File: src/rtl/xpoint_input_port_pkg.sv
// Shared definitions for the crossbar input port: flit field positions,
// default geometry and the port FSM state type.
package xpoint_input_port_pkg;

    localparam int unsigned FLIT_SIZE_DEF = 64;
    localparam int unsigned COORD_W_DEF   = 4;

    // Flit layout from the MSB down: head, tail, dst_x, dst_y, payload.
    function automatic int unsigned head_bit(input int unsigned fs);
        return fs - 1;
    endfunction

    function automatic int unsigned tail_bit(input int unsigned fs);
        return fs - 2;
    endfunction

    function automatic int unsigned dstx_msb(input int unsigned fs);
        return fs - 3;
    endfunction

    function automatic int unsigned dsty_msb(input int unsigned fs, input int unsigned cw);
        return fs - 3 - cw;
    endfunction

    typedef enum logic [1:0] {
        ST_IDLE = 2'd0,
        ST_REQ  = 2'd1,
        ST_LOCK = 2'd2
    } state_t;

endpackage

File: src/rtl/xpoint_input_port_flit_fifo.sv
// Circular flit buffer with occupancy count. A push while full is accepted
// only when a pop frees a slot in the same cycle.
module flit_fifo #(
    parameter int unsigned FLIT_SIZE = 64,
    parameter int unsigned BUF_DEPTH = 4
) (
    input  logic                         clk,
    input  logic                         rst_n,
    input  logic                         i_push,
    input  logic                         i_pop,
    input  logic [FLIT_SIZE-1:0]         i_din,
    output logic [FLIT_SIZE-1:0]         o_dout,
    output logic                         o_full,
    output logic                         o_empty,
    output logic [$clog2(BUF_DEPTH):0]   o_count
);

    localparam int unsigned AW = $clog2(BUF_DEPTH);

    logic [FLIT_SIZE-1:0] r_mem [BUF_DEPTH];
    logic [AW-1:0]        r_wr;
    logic [AW-1:0]        r_rd;
    logic [AW:0]          r_cnt;
    logic                 w_push_ok;
    logic                 w_pop_ok;

    assign o_full    = (r_cnt == (AW+1)'(BUF_DEPTH));
    assign o_empty   = (r_cnt == '0);
    assign o_count   = r_cnt;
    assign w_push_ok = i_push && (!o_full || i_pop);
    assign w_pop_ok  = i_pop && !o_empty;
    assign o_dout    = o_empty ? '0 : r_mem[r_rd];

    // Storage write; contents need no reset since count gates visibility.
    always_ff @(posedge clk) begin
        if (w_push_ok) begin
            r_mem[r_wr] <= i_din;
        end
    end

    // Pointers wrap naturally because the depth is a power of two.
    always_ff @(posedge clk) begin
        if (!rst_n) begin
            r_wr  <= '0;
            r_rd  <= '0;
            r_cnt <= '0;
        end else begin
            if (w_push_ok) r_wr <= r_wr + AW'(1);
            if (w_pop_ok)  r_rd <= r_rd + AW'(1);
            if (w_push_ok && !w_pop_ok)      r_cnt <= r_cnt + (AW+1)'(1);
            else if (!w_push_ok && w_pop_ok) r_cnt <= r_cnt - (AW+1)'(1);
        end
    end

endmodule

File: src/rtl/xpoint_input_port.sv
// Router input port: buffers flits, routes head flits X-then-Y, holds the
// route for the whole wormhole packet and returns one credit per forwarded flit.
module xpoint_input_port
    import xpoint_input_port_pkg::*;
#(
    parameter int unsigned FLIT_SIZE = xpoint_input_port_pkg::FLIT_SIZE_DEF,
    parameter int unsigned BUF_DEPTH = 4,
    parameter int unsigned COORD_W   = xpoint_input_port_pkg::COORD_W_DEF,
    parameter int unsigned CUR_X     = 0,
    parameter int unsigned CUR_Y     = 0
) (
    input  logic                 clk,
    input  logic                 rst_n,
    input  logic                 in_valid,
    input  logic [FLIT_SIZE-1:0] in_flit,
    output logic                 credit_out,
    output logic [FLIT_SIZE-1:0] out_flit,
    output logic                 out_req,
    output logic                 out_turn,
    input  logic                 out_grant,
    output logic                 err_ovf,
    output logic                 err_hdr
);

    localparam int unsigned CW       = $clog2(BUF_DEPTH);
    localparam int unsigned HEAD_BIT = head_bit(FLIT_SIZE);
    localparam int unsigned TAIL_BIT = tail_bit(FLIT_SIZE);
    localparam int unsigned DSTX_MSB = dstx_msb(FLIT_SIZE);
    localparam int unsigned DSTY_MSB = dsty_msb(FLIT_SIZE, COORD_W);

    state_t               r_state;
    state_t               w_state_nxt;
    logic                 r_req;
    logic                 r_turn;
    logic                 r_credit;
    logic                 r_err_ovf;
    logic                 r_err_hdr;
    logic                 w_req_nxt;

    logic [FLIT_SIZE-1:0] w_head_flit;
    logic                 w_full;
    logic                 w_empty;
    logic [CW:0]          w_count;
    logic [CW:0]          w_count_nxt;
    logic                 w_is_head;
    logic                 w_is_tail;
    logic                 w_route_turn;
    logic                 w_unused_eject;
    logic                 w_drop;
    logic                 w_xfer;
    logic                 w_pop;
    logic                 w_push_acc;
    logic                 w_route_load;

    flit_fifo #(
        .FLIT_SIZE (FLIT_SIZE),
        .BUF_DEPTH (BUF_DEPTH)
    ) u_fifo (
        .clk     (clk),
        .rst_n   (rst_n),
        .i_push  (in_valid),
        .i_pop   (w_pop),
        .i_din   (in_flit),
        .o_dout  (w_head_flit),
        .o_full  (w_full),
        .o_empty (w_empty),
        .o_count (w_count)
    );

    assign w_is_head    = w_head_flit[HEAD_BIT];
    assign w_is_tail    = w_head_flit[TAIL_BIT];
    assign w_route_turn = (w_head_flit[DSTX_MSB -: COORD_W] == COORD_W'(CUR_X));
    // dst_y only decides ejection further along the vertical path.
    assign w_unused_eject = w_route_turn &&
                            (w_head_flit[DSTY_MSB -: COORD_W] == COORD_W'(CUR_Y));

    assign w_route_load = (r_state == ST_IDLE) && !w_empty && w_is_head;
    assign w_drop       = (r_state == ST_IDLE) && !w_empty && !w_is_head;
    assign w_xfer       = r_req && out_grant;
    assign w_pop        = w_drop || w_xfer;
    assign w_push_acc   = in_valid && (!w_full || w_pop);

    // Occupancy after this edge, so the registered request matches the FIFO.
    always_comb begin
        w_count_nxt = w_count;
        if (w_push_acc && !w_pop)      w_count_nxt = w_count + (CW+1)'(1);
        else if (!w_push_acc && w_pop) w_count_nxt = w_count - (CW+1)'(1);
    end

    // Next-state and next-request decode.
    always_comb begin
        w_state_nxt = r_state;
        w_req_nxt   = 1'b0;
        unique case (r_state)
            ST_IDLE: if (w_route_load) w_state_nxt = ST_REQ;
            ST_REQ:  if (w_xfer) w_state_nxt = w_is_tail ? ST_IDLE : ST_LOCK;
            ST_LOCK: if (w_xfer && w_is_tail) w_state_nxt = ST_IDLE;
            default: w_state_nxt = ST_IDLE;
        endcase
        // out_req is registered from the next state so it never glitches.
        w_req_nxt = (w_state_nxt == ST_REQ) ||
                    ((w_state_nxt == ST_LOCK) && (w_count_nxt != '0));
    end

    // State register.
    always_ff @(posedge clk) begin
        if (!rst_n) r_state <= ST_IDLE;
        else        r_state <= w_state_nxt;
    end

    // Registered allocator outputs, credit pulse and sticky error flags.
    always_ff @(posedge clk) begin
        if (!rst_n) begin
            r_req     <= 1'b0;
            r_turn    <= 1'b0;
            r_credit  <= 1'b0;
            r_err_ovf <= 1'b0;
            r_err_hdr <= 1'b0;
        end else begin
            r_req    <= w_req_nxt;
            r_credit <= w_xfer;
            if (w_route_load) r_turn <= w_route_turn;
            if (in_valid && w_full && !w_pop) r_err_ovf <= 1'b1;
            if (w_drop) r_err_hdr <= 1'b1;
        end
    end

    assign out_flit   = w_head_flit;
    assign out_req    = r_req;
    assign out_turn   = r_turn;
    assign credit_out = r_credit;
    assign err_ovf    = r_err_ovf;
    assign err_hdr    = r_err_hdr;

endmodule

File: config.mk
export PLATFORM = sky130hd
export DESIGN_NAME = xpoint_input_port
export DESIGN_NICKNAME = d
export VERILOG_FILES = /design/src/rtl/xpoint_input_port_pkg.sv /design/src/rtl/xpoint_input_port_flit_fifo.sv /design/src/rtl/xpoint_input_port.sv
export SDC_FILE = /design/constraint.sdc
export NUM_CORES = 1
export LEC_CHECK = 0
export CELL_PAD_IN_SITES_DETAIL_PLACEMENT = 1
export CELL_PAD_IN_SITES_GLOBAL_PLACEMENT = 2
export CORE_MARGIN = 2
export CORE_UTILIZATION = 35
export DETAILED_ROUTE_END_ITERATION = 10
export PLACE_DENSITY_LB_ADDON = 0.1
export SKIP_LAST_GASP = 1
export SYNTH_ARGS = -nofsm -noshare
export SYNTH_HDL_FRONTEND = slang
export SYNTH_HIERARCHICAL = 1
export SYNTH_SLANG_ARGS = --single-unit
File: constraint.sdc
create_clock -name clk -period 3.85 [get_ports clk]
set_input_delay 0.9625 -clock clk [delete_from_list [all_inputs] [get_ports clk]]
set_output_delay 0.9625 -clock clk [all_outputs]
set_load 0.01 [all_outputs]
==> results.sh <==
export IMPL_status="finished, final reports clean"
export IMPL_grt_start_max_net_pins=68
export IMPL_syn_mean_instance_area_um2=21.18
export IMPL_syn_nets=574
export IMPL_final_non_filler_cells=1081
export IMPL_drt_total_wl_um=22240
export IMPL_top_usage_layer="met2"
export IMPL_leakagePower_nw=4.341
export IMPL_seq_area_um2=8015
export IMPL_synth_top_area_share_pct=72.87
export IMPL_routed_via_density=4.780
export IMPL_yosysWarningCount=6
export IMPL_worstPathCellList="buf_12 -> mux4_2 -> nor2b_1 -> clkdlybuf4s50_1"
export IMPL_placedInstanceArea_um2=12520
export IMPL_worstSetupEndpointType="output port"
export IMPL_cts_hold_fix_buffers=0
export IMPL_critical_path_max_fanout=33
export IMPL_synth_top_area_cell="sky130_fd_sc_hd__edfxtp_1"
export IMPL_clock_latency_of_the_later_clocked_register_in_the_worst_skew_pair_ns=0.54
export IMPL_report_final_slew_viol_count=0
export IMPL_worstRegToRegCells=13
export IMPL_achievable_frequency_mhz=278.1
export IMPL_placed_cells_incl_taps=1023
export IMPL_post_cts_repair_setup_buffers=0
export IMPL_setup_worst_path_start_class="flop"
export IMPL_antenna_found_initial=2
export IMPL_core_region_area_um2=29640
export IMPL_clk_path_buf_depth=3
export IMPL_finalHoldViolations=0
export IMPL_num_fill_cells=2779
export IMPL_synthDistinctLibCells=40
export IMPL_holdCritPathClass="reg2reg"
export IMPL_starting_utilization_of_the_core_area_pct=35.59
export IMPL_clkSlewWorstSetupHoldPaths_ns=0.06
export IMPL_crit_path_top_delay_cell="sky130_fd_sc_hd__clkdlybuf4s50_1"
export IMPL_vias=5167
export IMPL_final_period_minus_worst_setup_slack_ns=3.596
export IMPL_finalCritPeriodShare_pct=93.40
export IMPL_maxSlewHeadroom_pct=60.59
export IMPL_overflow=0
export IMPL_grt_use_met1_pct=19.04
export IMPL_worst_setup_path_endpoint="out_flit[2]"
export IMPL_setup_violations=0
export IMPL_cell_area_after_synthesis_um2=10550
export IMPL_yosys_register_bits=272
export IMPL_top_post_synthesis_cells_by_area="sky130_fd_sc_hd__edfxtp_1 73%, sky130_fd_sc_hd__mux4_2 14%, sky130_fd_sc_hd__nor2b_1 3.7%, sky130_fd_sc_hd__dfxtp_1 3.0%, sky130_fd_sc_hd__ha_1 0.83%"
export IMPL_finalSetupTns_ns=0
export IMPL_drive_above_1_share_pct=20.75
export IMPL_r2r_end="u_fifo/o_count[2]"
export IMPL_gpl_final_weighted_congestion=0.6847
export IMPL_net_total_in_the_final_layout=741
export IMPL_syn_to_layout_area_delta_pct=28.35
export IMPL_post_place_ws_ns=0.5167
export IMPL_post_cts_resized_instances=0
export IMPL_fp_dieArea_um2=31540
export IMPL_worst_setup_path_type="reg2out"
export IMPL_placement_io_buffers=136
export IMPL_drt_antenna_violating_nets=0
export IMPL_critPathMaxStageDelay_ns=0.56
export IMPL_worst_slew_pin_transition_ns=0.5899
export IMPL_cts_buffers=30
export IMPL_final_critical_path_setup_slack_ns=0.2540
export IMPL_final_cell_mix="256 x sky130_fd_sc_hd__edfxtp_1, 136 x sky130_fd_sc_hd__clkdlybuf4s50_1, 64 x sky130_fd_sc_hd__mux4_2"
export IMPL_routed_wire_length_per_instance_um=20.57
export IMPL_detail_route_drc_violations=0
export IMPL_cp_top_family="buffers and inverters"
export IMPL_worstPathBufferInverterCount=2
export IMPL_layout_cells_most_common="sky130_fd_sc_hd__edfxtp_1"
export IMPL_multiInputGateArea_um2=2376
export IMPL_drv_max_cap_violation_count=0
export IMPL_timing_critical_path_required_ns=2.89
export IMPL_final_area_um2=13540
export IMPL_wire_length_of_the_first_global_routing_pass_um=35030
export IMPL_synth_seq_area_share_pct=75.91
export IMPL_floorplan_io_pins=137
export IMPL_first_pass_iters=4
export IMPL_vdd_ir_drop_max_uv=527.1
export IMPL_finalClockSkew_ns=0.006948
export IMPL_cts_root_buf="sky130_fd_sc_hd__clkbuf_16"
export IMPL_drt_initial_drc_count=267
export IMPL_rrSetupSlack_ns=0.52
export IMPL_num_rows=63
export IMPL_p_total_mw=8.982
export IMPL_global_route_usage_total_pct=14.63
export IMPL_syn_inst=498
export IMPL_cts_max_level=1
export IMPL_power_density_cell_area_nw_per_um2=663.4
export IMPL_met2_usage_pct=24.79
export IMPL_rsz0062_at_grt="false"
export IMPL_die_x_um=177.6
export IMPL_worstPathArrival_ns=2.63
export IMPL_number_of_global_route_vias_before_repair=5942
export IMPL_globalRouteMet3Util_pct=3.556
export IMPL_clock_sink_count=272
export IMPL_cts_tree="yes"
export IMPL_cp_depth=4
export IMPL_dpl_hpwl_um=13370
export IMPL_floorplan_die_height_um=177.6
-- flip-flops by register name, summed over array words and instances (netlist names), named ones only --
name and flops:
out_req 1, u_fifo/r_wr 2, u_fifo/o_count 3, out_turn 1
r_state 2, err_hdr 1, credit_out 1, u_fifo/r_rd 2
err_ovf 1, u_fifo/r_mem 256
-- metal layers --
layer  vias up  part of all wire (%)
met4         0                   1.6
met2       113                    50
li1       2334                     -
met5         -                     0
met1      2691                    43
met3        29                   5.6
-- worst reg2reg max path, delay by kind of cell (launching register included) --
kind | cells | cell delay [ns]
DFF | 1 | 0.50
and+or+nand+nor | 3 | 0.77
AOI/OAI and AO/OA | 3 | 0.44
muxes | 1 | 0.53
xor gates and xnor gates | 1 | 0.18
buffers and inverters | 3 | 0.25
adders and majority gates | 2 | 0.59
-- layout make-up --
type	instances	area share (%)
clock inverter	19	1.599
timing repair buffer	157	11.87
inverter	9	0.2495
tap	390	3.604
sequential	272	59.20
multi-input combinational	195	17.55
clock buffer	37	5.896
antenna	2	0.03697
-- synthesized netlist by cell type --
cell / number
sky130_fd_sc_hd__a32oi_1: 1
sky130_fd_sc_hd__and2_1: 7
sky130_fd_sc_hd__a31oi_1: 2
sky130_fd_sc_hd__a21oi_2: 1
sky130_fd_sc_hd__xnor2_1: 4
sky130_fd_sc_hd__buf_2: 6
sky130_fd_sc_hd__nor4b_2: 1
sky130_fd_sc_hd__o32ai_1: 1
sky130_fd_sc_hd__nor4_1: 1
sky130_fd_sc_hd__nor3_2: 1
sky130_fd_sc_hd__clkbuf_1: 7
sky130_fd_sc_hd__and2b_1: 4
sky130_fd_sc_hd__nor2_1: 7
sky130_fd_sc_hd__nor4bb_1: 1
sky130_fd_sc_hd__buf_6: 7
sky130_fd_sc_hd__or2b_1: 1
sky130_fd_sc_hd__clkbuf_2: 1
sky130_fd_sc_hd__inv_2: 1
sky130_fd_sc_hd__ha_1: 7
sky130_fd_sc_hd__a22oi_1: 1
sky130_fd_sc_hd__nor4_2: 2
sky130_fd_sc_hd__nor3b_1: 1
sky130_fd_sc_hd__edfxtp_1: 256
sky130_fd_sc_hd__o21ai_0: 2
sky130_fd_sc_hd__fa_1: 1
sky130_fd_sc_hd__a21oi_1: 1
sky130_fd_sc_hd__nor2b_1: 62
sky130_fd_sc_hd__nand2_1: 8
sky130_fd_sc_hd__inv_1: 8
sky130_fd_sc_hd__dfxtp_1: 16
sky130_fd_sc_hd__buf_4: 1
sky130_fd_sc_hd__mux4_2: 64
sky130_fd_sc_hd__xor2_1: 1
sky130_fd_sc_hd__nand3_1: 1
sky130_fd_sc_hd__o31ai_1: 1
sky130_fd_sc_hd__a21boi_2: 1
sky130_fd_sc_hd__nor3_1: 1
sky130_fd_sc_hd__or3_1: 2
sky130_fd_sc_hd__a21boi_0: 2
sky130_fd_sc_hd__mux2i_1: 5
-- per-stage QoR --
stage,utilization (%),hold slack (ns)
floorplan,-,0.4677
global placement,42.24,0.4650
detailed placement,42.24,0.4884
CTS,45.66,0.5017
global route,45.66,0.5248
finish,45.68,0.4839
-- kinds of logic after synthesis --
family / synth area share [%]
buffers and inverters: 1.720
XOR/XNOR: 0.4151
adder cells (fa/ha/maj): 1.020
AND/OR/NAND/NOR: 5.895
multiplexers: 14.14
AO/OA/AOI/OAI: 0.9014
flip-flops: 75.91
-- report_power, final --
group	internal, mW	switching [mW]	leakage [nW]	total [mW]
Clock	1.80	1.10	0.499	2.90
Sequential	3.56	0.123	2.48	3.68
Combinational	1.27	1.14	1.36	2.40
Total	6.62	2.36	4.34	8.98
-- worst min-delay path by stage --
| stage | startpoint | slack (ns) | endpoint | cells after the start |
|---|---|---|---|---|
| finish | err_hdr | 0.48 | err_hdr | 2 |
| global route | err_hdr | 0.52 | err_hdr | 2 |
| CTS | err_hdr | 0.50 | err_hdr | 2 |
| detailed placement | err_hdr | 0.49 | err_hdr | 2 |
| global placement | err_hdr | 0.46 | err_hdr | 2 |
| floorplan | u_fifo/r_wr[1] | 0.47 | u_fifo/r_wr[1] | 2 |
Power figures use the tool's default switching activity.
==> RTL change (same flow settings) <==
Register the output `err_hdr` once more, with the module's reset; this adds one clock of latency there. The other outputs are not delayed to match.
--- a/src/rtl/xpoint_input_port.sv
+++ b/src/rtl/xpoint_input_port.sv
@@ -131,5 +131,11 @@
     assign credit_out = r_credit;
     assign err_ovf    = r_err_ovf;
-    assign err_hdr    = r_err_hdr;
+    always_ff @(posedge clk) begin
+        if (!rst_n) begin
+            err_hdr <= '0;
+        end else begin
+            err_hdr <= r_err_hdr;
+        end
+    end
 
 endmodule
Check against the original RTL: not equivalent (a bounded check fails within 4 cycles, from zero or initial values and one cycle with rst_n low).
==> RTL change against the original RTL <==
- largest power group unchanged
- non-clock buffer count shrank 5
- synthesized cell count grew 0.40%
- setup slack lost 0.083 ns
- sequential cell count grew 1
- count of clock-buffer cells in the layout is the same
- area after synthesis grew 0.25%
- clock power shrank 6%
- critical path type unchanged
- cell area shrank 0.85%
- total power shrank 2.0%
- die area grew 0.25%
- routed wire length shrank 0.21%
==> RTL change: results (changes against the original RTL) <==
Layout clock area frac 7.06% (was 7.49%); Post-synth top cells edfxtp_1, mux4_2, nor2b_1, dfxtp_1 (unchanged); CTS Buf Count 30 (unchanged); largest net degree at the start of global routing 65 (was 68); pre-CTS WS 0.489 ns (was 0.517 ns); LEAKAGE 4.28 nW (was 4.34 nW); WL met3 924 um (was 1250 um); routability-driven placement congestion ratio 0.667 (was 0.685); Routed Wire Length 22200 um (about the same); NumNets Final 738 (was 741); register area 8040 um^2 (was 8020 um^2); Non-clock buffers 152 (was 157); worst reg-to-reg setup slack 0.56 ns (was 0.52 ns); Placed Area 12500 um^2 (about the same); Multi-Input Combinational 196 (was 195); worst setup margin 0.171 ns (was 0.254 ns); WL met1 9090 um (was 9460 um); most area-consuming cells after synthesis edfxtp_1, mux4_2, nor2b_1 (unchanged); Net Sw Frac 26.6% (was 26.3%); relative slew slack 57.6% (was 60.6%); sequential-to-total area share from yosys stat 75.9% (about the same); CP Capture Point out_flit[35] (was out_flit[2]); met1 Resource Use GR 18.0% (was 19.0%); min-delay src err_ovf (was err_hdr); vias in the first global route 5890 (was 5942); crit-path max FO 29 (was 33); most common flop cell mapped by yosys edfxtp_1 (unchanged); initial antenna violation count 0 (was 2); outcome finished clean (unchanged); cts hold-fix bufs 0 (unchanged); Crit path arrival time 2.72 ns (was 2.63 ns); Post-CTS Setup Repair Bufs 0 (unchanged); met2 WL 11800 um (was 11200 um); CP max-delay cell mux4_2 (was clkdlybuf4s50_1); Via density 4.82 (was 4.78); buffering overhead 11.4% (was 11.9%); combinational power share 27.2% (was 26.7%); drt first-iter violations 243 (was 267); root buf cell clkbuf_16 (unchanged); global-route wire length before repair 34500 um (was 35000 um); delay-heaviest family, CP buffers and inverters (unchanged); fraction of area in multi-input gates 17.7% (was 17.5%); PortBufs 136 (unchanged); H-tree level count 1 (unchanged); layout cells sized above 1 19.4% (was 20.8%); Final HPWL DP 13200 um (was 13400 um); Sink Count 273 (was 272); maximum VDD drop 0.411 mV (was 0.527 mV); Synth Net Count 576 (was 574); FILL cells 2794 (was 2779); multi-input gate area in the final layout 2380 um^2 (about the same); clk_skew 0.0154 ns (was 0.00695 ns); Total GRT Usage 14.5% (was 14.6%); grt met2 use 25.8% (was 24.8%); CLK BUF 37 (unchanged); internal power 6.46 mW (was 6.62 mW); hold path endpoint err_ovf (was err_hdr); M3 GR Usage 2.96% (was 3.56%)
RTL change: cell count changes in the layout (fill, tap and decap cells not counted), sizes merged:
| cell | unedited run | this run |
|---|---|---|
| and2 | 7 | 8 |
| buf | 21 | 16 |
| clkinv | 13 | 14 |
| dfxtp | 16 | 17 |
| clkinvlp | 1 | 0 |
| bufinv | 5 | 3 |
RTL change: cell families after synthesis:
| group | count (synthesis) | synth area share [%] |
|---|---|---|
| AND/OR/NAND/NOR | 101 | 5.94 |
| XOR/XNOR | 5 | 0.414 |
| multiplexers | 69 | 14.1 |
| AO/OA/AOI/OAI | 13 | 0.899 |
| adder cells (fa/ha/maj) | 8 | 1.02 |
| buffers and inverters | 31 | 1.72 |
| flip-flops | 273 | 75.9 |
RTL change: stage by stage:
step           std cells  hold WS (ns)  utilization, %
2_1_floorplan        500         0.431               -
3_3_place_gp        1020         0.445            42.0
3_5_place_dp        1020         0.470            42.0
4_1_cts             1074         0.483            45.2
5_1_grt             1074         0.514            45.2
6_report            1076         0.479            45.2
